==> src/rtl/serial_in_parallel_out_sipo_8_bit.sv <==
`default_nettype none
// ============================================================================
//  Module   : serial_in_parallel_out_sipo_8_bit
//  Brief    : Serial-in/parallel-out shift register with word-complete pulse
//             and in-word bit counter.
//  Revision : 1.0 - initial release
// ============================================================================
module serial_in_parallel_out_sipo_8_bit #(
  parameter int               WIDTH       = 8,
  parameter int               SHIFT_LEFT  = 1,
  parameter logic [WIDTH-1:0] RESET_VALUE = '0
) (
  input  logic                     Clk_In,
  input  logic                     Reset_In,
  input  logic                     Serial_Data_In,
  output logic [WIDTH-1:0]         SIPO_Shift_Register,
  output logic                     Word_Valid,
  output logic [$clog2(WIDTH)-1:0] Bit_Count
);

  localparam int               CNT_W    = $clog2(WIDTH);
  localparam logic [CNT_W-1:0] LAST_BIT = CNT_W'(WIDTH - 1);

  logic [WIDTH-1:0] shift_next;
  logic             word_done;

  generate
    if (SHIFT_LEFT != 0) begin : g_shift_left
      assign shift_next = {SIPO_Shift_Register[WIDTH-2:0], Serial_Data_In};
    end else begin : g_shift_right
      assign shift_next = {Serial_Data_In, SIPO_Shift_Register[WIDTH-1:1]};
    end
  endgenerate

  // Counter and pulse depend only on the edge count, so an X data bit
  // can never leak into the framing outputs.
  assign word_done = (Bit_Count == LAST_BIT);

  always_ff @(posedge Clk_In or negedge Reset_In) begin
    if (!Reset_In) begin
      SIPO_Shift_Register <= RESET_VALUE;
      Bit_Count           <= '0;
      Word_Valid          <= 1'b0;
    end else begin
      SIPO_Shift_Register <= shift_next;
      Bit_Count           <= word_done ? '0 : Bit_Count + CNT_W'(1);
      Word_Valid          <= word_done;
    end
  end

endmodule
`default_nettype wire

==> config.mk <==
export PLATFORM = sky130hd
export DESIGN_NAME = serial_in_parallel_out_sipo_8_bit
export DESIGN_NICKNAME = d
export VERILOG_FILES = /design/src/rtl/serial_in_parallel_out_sipo_8_bit.sv
export SDC_FILE = /design/constraint.sdc
export NUM_CORES = 1
export LEC_CHECK = 0
export BUFFER_PORTS_ARGS = -buffer_cell sky130_fd_sc_hd__buf_2
export CAP_MARGIN = 20
export CORE_AREA = 5 5 42 44
export CTS_CLUSTER_DIAMETER = 50
export CTS_CLUSTER_SIZE = 20
export DETAILED_ROUTE_END_ITERATION = 7
export DIE_AREA = 0 0 47 49
export PLACE_DENSITY = 0.52
export SKIP_LAST_GASP = 1
export SLEW_MARGIN = 20
export SYNTH_ARGS = -nofsm -noshare
export SYNTH_HDL_FRONTEND = slang
export SYNTH_SLANG_ARGS = --single-unit
export TNS_END_PERCENT = 10
==> constraint.sdc <==
create_clock -name Clk_In -period 2.8 [get_ports Clk_In]
set_input_delay 0.84 -clock Clk_In [delete_from_list [all_inputs] [get_ports Clk_In]]
set_output_delay 0.84 -clock Clk_In [all_outputs]
set_load 0.01 [all_outputs]
==> results.yml, run 1 <==
synth:
  synth_cells: 15
  synthDistinctLibCells: 3
  ys_warn_count: 0
  synth_seq_cells: 12
  syn_avg_cell_area_um2: 21.9
  ys_seq_area_frac: 0.913
  syn_area_um2: 329
  syn_nets: 20
pwr:
  ir_drop_v: 0.000236
  powerDensity_nw_per_um2: 662
  leakagePower_nw: 0.240
grt:
  grt_use_total: 0.0599
  grt_pass1_wl_um: 903
  grt_max_degree: 13
  grt_pass1_vias: 207
  antenna_found_initial: 0
  grt_overflow: 0
finish:
  antenna_cells: 0
  layout_commonest_cell: "buf_2"
  final_cell_mix: "14 x buf_2, 12 x dfrtp_1, 3 x clkbuf_4"
  drive_gt1_frac: 0.531
  areaGrowthSynthToFinish_pct: 34.2
  fillers: 155
  nets: 39
sta:
  tightest_slew_ns: 0.252
  finalHoldViolCount: 0
  setup_ws_ns: 1.16
  rsz0062_at_grt: "false"
  setup_viol: 0
  fmax_ghz: 0.610
  maxSlewViolCount: 0
  skew_ns: 0.00281
  min_period_ns: 1.64
  fin_setup_tns_ns: 0
  slew_headroom: 0.832
  fin_crit_sh: 0.585
place:
  finalWeightedCongestion: 0.585
  post-place-ws_ns: 1.44
  io_buffers: 14
drt:
  wl_um: 555
  vias: 184
  ant_nets: 0
  drtIter0Drc: 0
  drc: 0
  wire_per_inst_um: 11.6
  drt-pass1-iter-count: 1
  viasPerCell: 3.83
critical_path:
  cp_slowest_cell: "dfrtp_1"
  timing.rr.end: "Bit_Count[2]"
  reg2regPathDepth: 2
  crit_fanout: 3
  cp.depth: 1
  critPathRequiredTime_ns: 1.96
  endpoint_kind: "output pin"
  path_class: "reg2out"
  cp_cell_sequence: "buf_2"
  r2r-start: "Bit_Count[0]"
  r2r_slack_ns: 1.83
  crit_buf_inv: 1
  cp_slowest_stage_delay_ns: 0.39
  critPathTopFamily: "flip-flops"
  worst_setup_path_start_kind: "flop"
  cp.arrival_ns: 0.80
clock_network:
  cts_tree: "built"
  cts.clk_slew.worst_paths_ns: 0.07
  cts-hold-fix-buffers: 0
  cts_setup_buffers: 0
  cts-root-buf: "clkbuf_4"
  clk-insertion-delay-late_ns: 0.26
  cts_sinks: 12
  post_cts_resized: 0
  numCtsBuffers: 3
  cts_max_level: 1
  clk_path_buf_depth: 2
floorplan:
  io_pins: 15
  fp-row-count: 14
  dieWidth_um: 47
  dieArea_um2: 2300
  dieHeight_um: 49
  core_region_area_um2: 1400
  start_util: 0.235
hold_path:
  min_to: "SIPO_Shift_Register[2]"
  hold_path.class: "reg2reg"
  holdPathStages: 0
  hp-start: "SIPO_Shift_Register[1]"
run:
  cap_violations: 0
outcome:
  status: "finished clean"
==> worst max-delay path by stage <==
stage | start | endpoint
3_3_place_gp | Bit_Count[0] | Bit_Count[0]
2_1_floorplan | Bit_Count[0] | Bit_Count[0]
5_1_grt | Bit_Count[0] | Bit_Count[0]
4_1_cts | Bit_Count[0] | Bit_Count[0]
3_5_place_dp | Bit_Count[0] | Bit_Count[0]
6_report | Bit_Count[0] | Bit_Count[0]
==> metal layers <==
| layer | up-vias | share of wire | wire, um | GRT usage |
|---|---|---|---|---|
| met3 | 0 | 0.14 | 75 | 0.0221 |
| met2 | 9 | 0.52 | 290 | 0.0814 |
| met4 | 0 | 0 | 0 | 0.0691 |
| li1 | 84 | - | - | - |
| met5 | - | 0 | 0 | 0 |
| met1 | 91 | 0.34 | 190 | 0.0618 |
==> state kept, by name (all words and copies together), names as in the netlist <==
name	count
SIPO_Shift_Register	8
Bit_Count	3
Word_Valid	1
==> logic make-up (layout without fill, tap and decap cells) <==
| group | after synthesis | count (layout) | synth area share |
|---|---|---|---|
| fa+ha+maj | 2 | 2 | 0.0760 |
| simple gates | 1 | 1 | 0.0114 |
| buf+inv | 0 | 17 | 0 |
| flops | 12 | 12 | 0.913 |
==> cell usage after synthesis (all sizes together) <==
library cell | number | area [um^2]
dfrtp | 12 | 300
ha | 2 | 25.0
nor2 | 1 | 3.75
==> final cells by class <==
| cell class | instances | area [um^2] | share of cell area |
|---|---|---|---|
| timing repair buffer | 14 | 70.1 | 0.159 |
| clock buffer | 3 | 22.5 | 0.0510 |
| tap | 16 | 20.0 | 0.0453 |
| sequential | 12 | 300 | 0.680 |
| multi-input combinational | 3 | 28.8 | 0.0652 |
==> stage by stage <==
step | hold slack, ns | utilization | total power, mW | area, um^2 | instances
after floorplan | 0.416 | - | 0.188 | 329 | 15
after global placement | 0.356 | 0.299 | 0.198 | 419 | 45
after detailed placement | 0.359 | 0.299 | 0.199 | 419 | 45
after CTS | 0.378 | 0.315 | 0.299 | 442 | 48
after global routing | 0.388 | 0.315 | 0.306 | 442 | 48
final | 0.373 | 0.315 | 0.293 | 442 | 48
==> power by group <==
group	total, mW	switching, mW	internal (mW)
clock	0.0975	0.0480	0.0496
combinational	0.0132	0.00827	0.00490
sequential	0.182	0.00269	0.179
No activity file was read; power rests on OpenSTA's default activity.
==> run 2, diff against run 1 <==
- PLACE_DENSITY: 0.52 -> 0.53
- clock period: 2.8 -> 1.4 ns (I/O delays scaled with it)
==> results.yml, run 2 (synthesis results as in run 1) <==
hold_path:
  hold_path.class: "in2async"
critical_path:
  crit_buf_inv: 1
  r2r_slack_ns: 0.42
  r2r-start: "Bit_Count[0]"
  critPathRequiredTime_ns: 0.98
  path_class: "reg2out"
  worst_setup_path_start_kind: "flop"
  critPathTopFamily: "flip-flops"
  cp_slowest_stage_delay_ns: 0.40
  crit_fanout: 3
  cp.arrival_ns: 0.81
  endpoint_kind: "output pin"
  timing.rr.end: "Bit_Count[2]"
  cp_cell_sequence: "buf_2"
  reg2regPathDepth: 2
  cp_slowest_cell: "dfrtp_1"
pwr:
  leakagePower_nw: 0.247
  total_power_mw: 0.657
  power.switching_mw: 0.132
  ir_drop_v: 0.000451
  powerDensity_nw_per_um2: 1440
  netSwitchingFraction: 0.200
  internal_power_mw: 0.526
  power.share.sequential: 0.553
  clock_power_share: 0.407
  combPwrFrac: 0.040
sta:
  fin_setup_tns_ns: 0
  maxSlewViolCount: 0
  finalHoldViolCount: 0
  skew_ns: 0.00309
  fmax_ghz: 0.814
  min_period_ns: 1.23
  rsz0062_at_grt: "false"
  slew_headroom: 0.831
  fin_crit_sh: 0.877
  setup_viol: 0
  tightest_slew_ns: 0.254
clock_network:
  cts-root-buf: "clkbuf_4"
  clk-insertion-delay-late_ns: 0.27
  cts-hold-fix-buffers: 0
  cts.clk_slew.worst_paths_ns: 0.07
  cts_max_level: 1
  post_cts_resized: 0
  numCtsBuffers: 3
  cts_tree: "built"
  cts_sinks: 12
  cts_setup_buffers: 0
  clk_path_buf_depth: 2
finish:
  areaGrowthSynthToFinish_pct: 38.4
  nets: 39
  final_cell_mix: "14 x buf_2, 12 x dfrtp_1, 3 x clkbuf_4"
  antenna_cells: 0
  layout_commonest_cell: "buf_2"
  drive_gt1_frac: 0.545
  largest_register_ffs: 8
  largest-register: "SIPO_Shift_Register"
  top_regs: "SIPO_Shift_Register x8, Bit_Count x3, Word_Valid x1"
  final_core_util: 0.325
grt:
  grtUsageMet3: 0.0221
  grt_use_total: 0.0629
  grt_pass1_vias: 217
  busiest_layer: "met1"
  grt_max_degree: 13
  antenna_found_initial: 0
  grt_overflow: 0
  grt_use_met1: 0.0855
  grt_pass1_wl_um: 1000
  use_met2: 0.0747
floorplan:
  core_region_area_um2: 1400
  io_pins: 15
  dieWidth_um: 47
  fp-row-count: 14
  dieArea_um2: 2300
  dieHeight_um: 49
  start_util: 0.235
drt:
  drtIter0Drc: 1
  drc: 0
  wl_um: 593
  vias: 180
  wire_per_inst_um: 12.1
  ant_nets: 0
  drt-pass1-iter-count: 2
  viasPerCell: 3.67
place:
  finalWeightedCongestion: 0.612
  io_buffers: 14
outcome:
  status: "finished clean"
run:
  cap_violations: 0
==> run 2: metrics by stage <==
stage	hold WS [ns]	cell area [um^2]	cells	setup WS, ns
floorplan	0.124	329	15	0.410
global placement	0.295	419	45	0.444
detailed placement	0.311	419	45	0.423
CTS	0.0104	455	49	0.163
global route	0.0239	455	49	0.134
finish	0.00854	455	49	0.172
==> run 2: worst max-delay path by stage <==
stage,startpoint,endpoint,slack (ns),cells past startpoint
CTS,Bit_Count[0],Bit_Count[0],0.16,1
finish,Bit_Count[0],Bit_Count[0],0.17,1
detailed placement,Bit_Count[0],Bit_Count[2],0.42,2
floorplan,Bit_Count[0],Bit_Count[2],0.41,2
global placement,Bit_Count[0],Bit_Count[2],0.44,2
global route,Bit_Count[0],Bit_Count[0],0.13,1
==> run 2: routing by layer <==
| layer | vias to the layer above | share of wire |
|---|---|---|
| met5 | - | 0 |
| met4 | 0 | 0 |
| met3 | 0 | 0.11 |
| met2 | 11 | 0.48 |
| met1 | 86 | 0.41 |
| li1 | 83 | - |
==> run 2: final cells by class <==
type / count / area [um^2]
repair buffers: 14 / 70.1
flip-flops and latches: 12 / 300
multi-input cells: 3 / 28.8
well taps: 16 / 20.0
clock buffers: 4 / 36.3
fillers: 157 / 946
==> run 2: power groups by stage <==
| stage | clock, mW | sequential, mW | combinational, mW |
|---|---|---|---|
| 6_report | 0.267 | 0.363 | 0.0265 |
| 5_1_grt | 0.296 | 0.365 | 0.0303 |
| 4_1_cts | 0.280 | 0.364 | 0.0278 |
| 3_5_place_dp | 0 | 0.371 | 0.0279 |
| 3_3_place_gp | 0 | 0.369 | 0.0274 |
| 2_1_floorplan | 0 | 0.376 | 0.0000000224 |
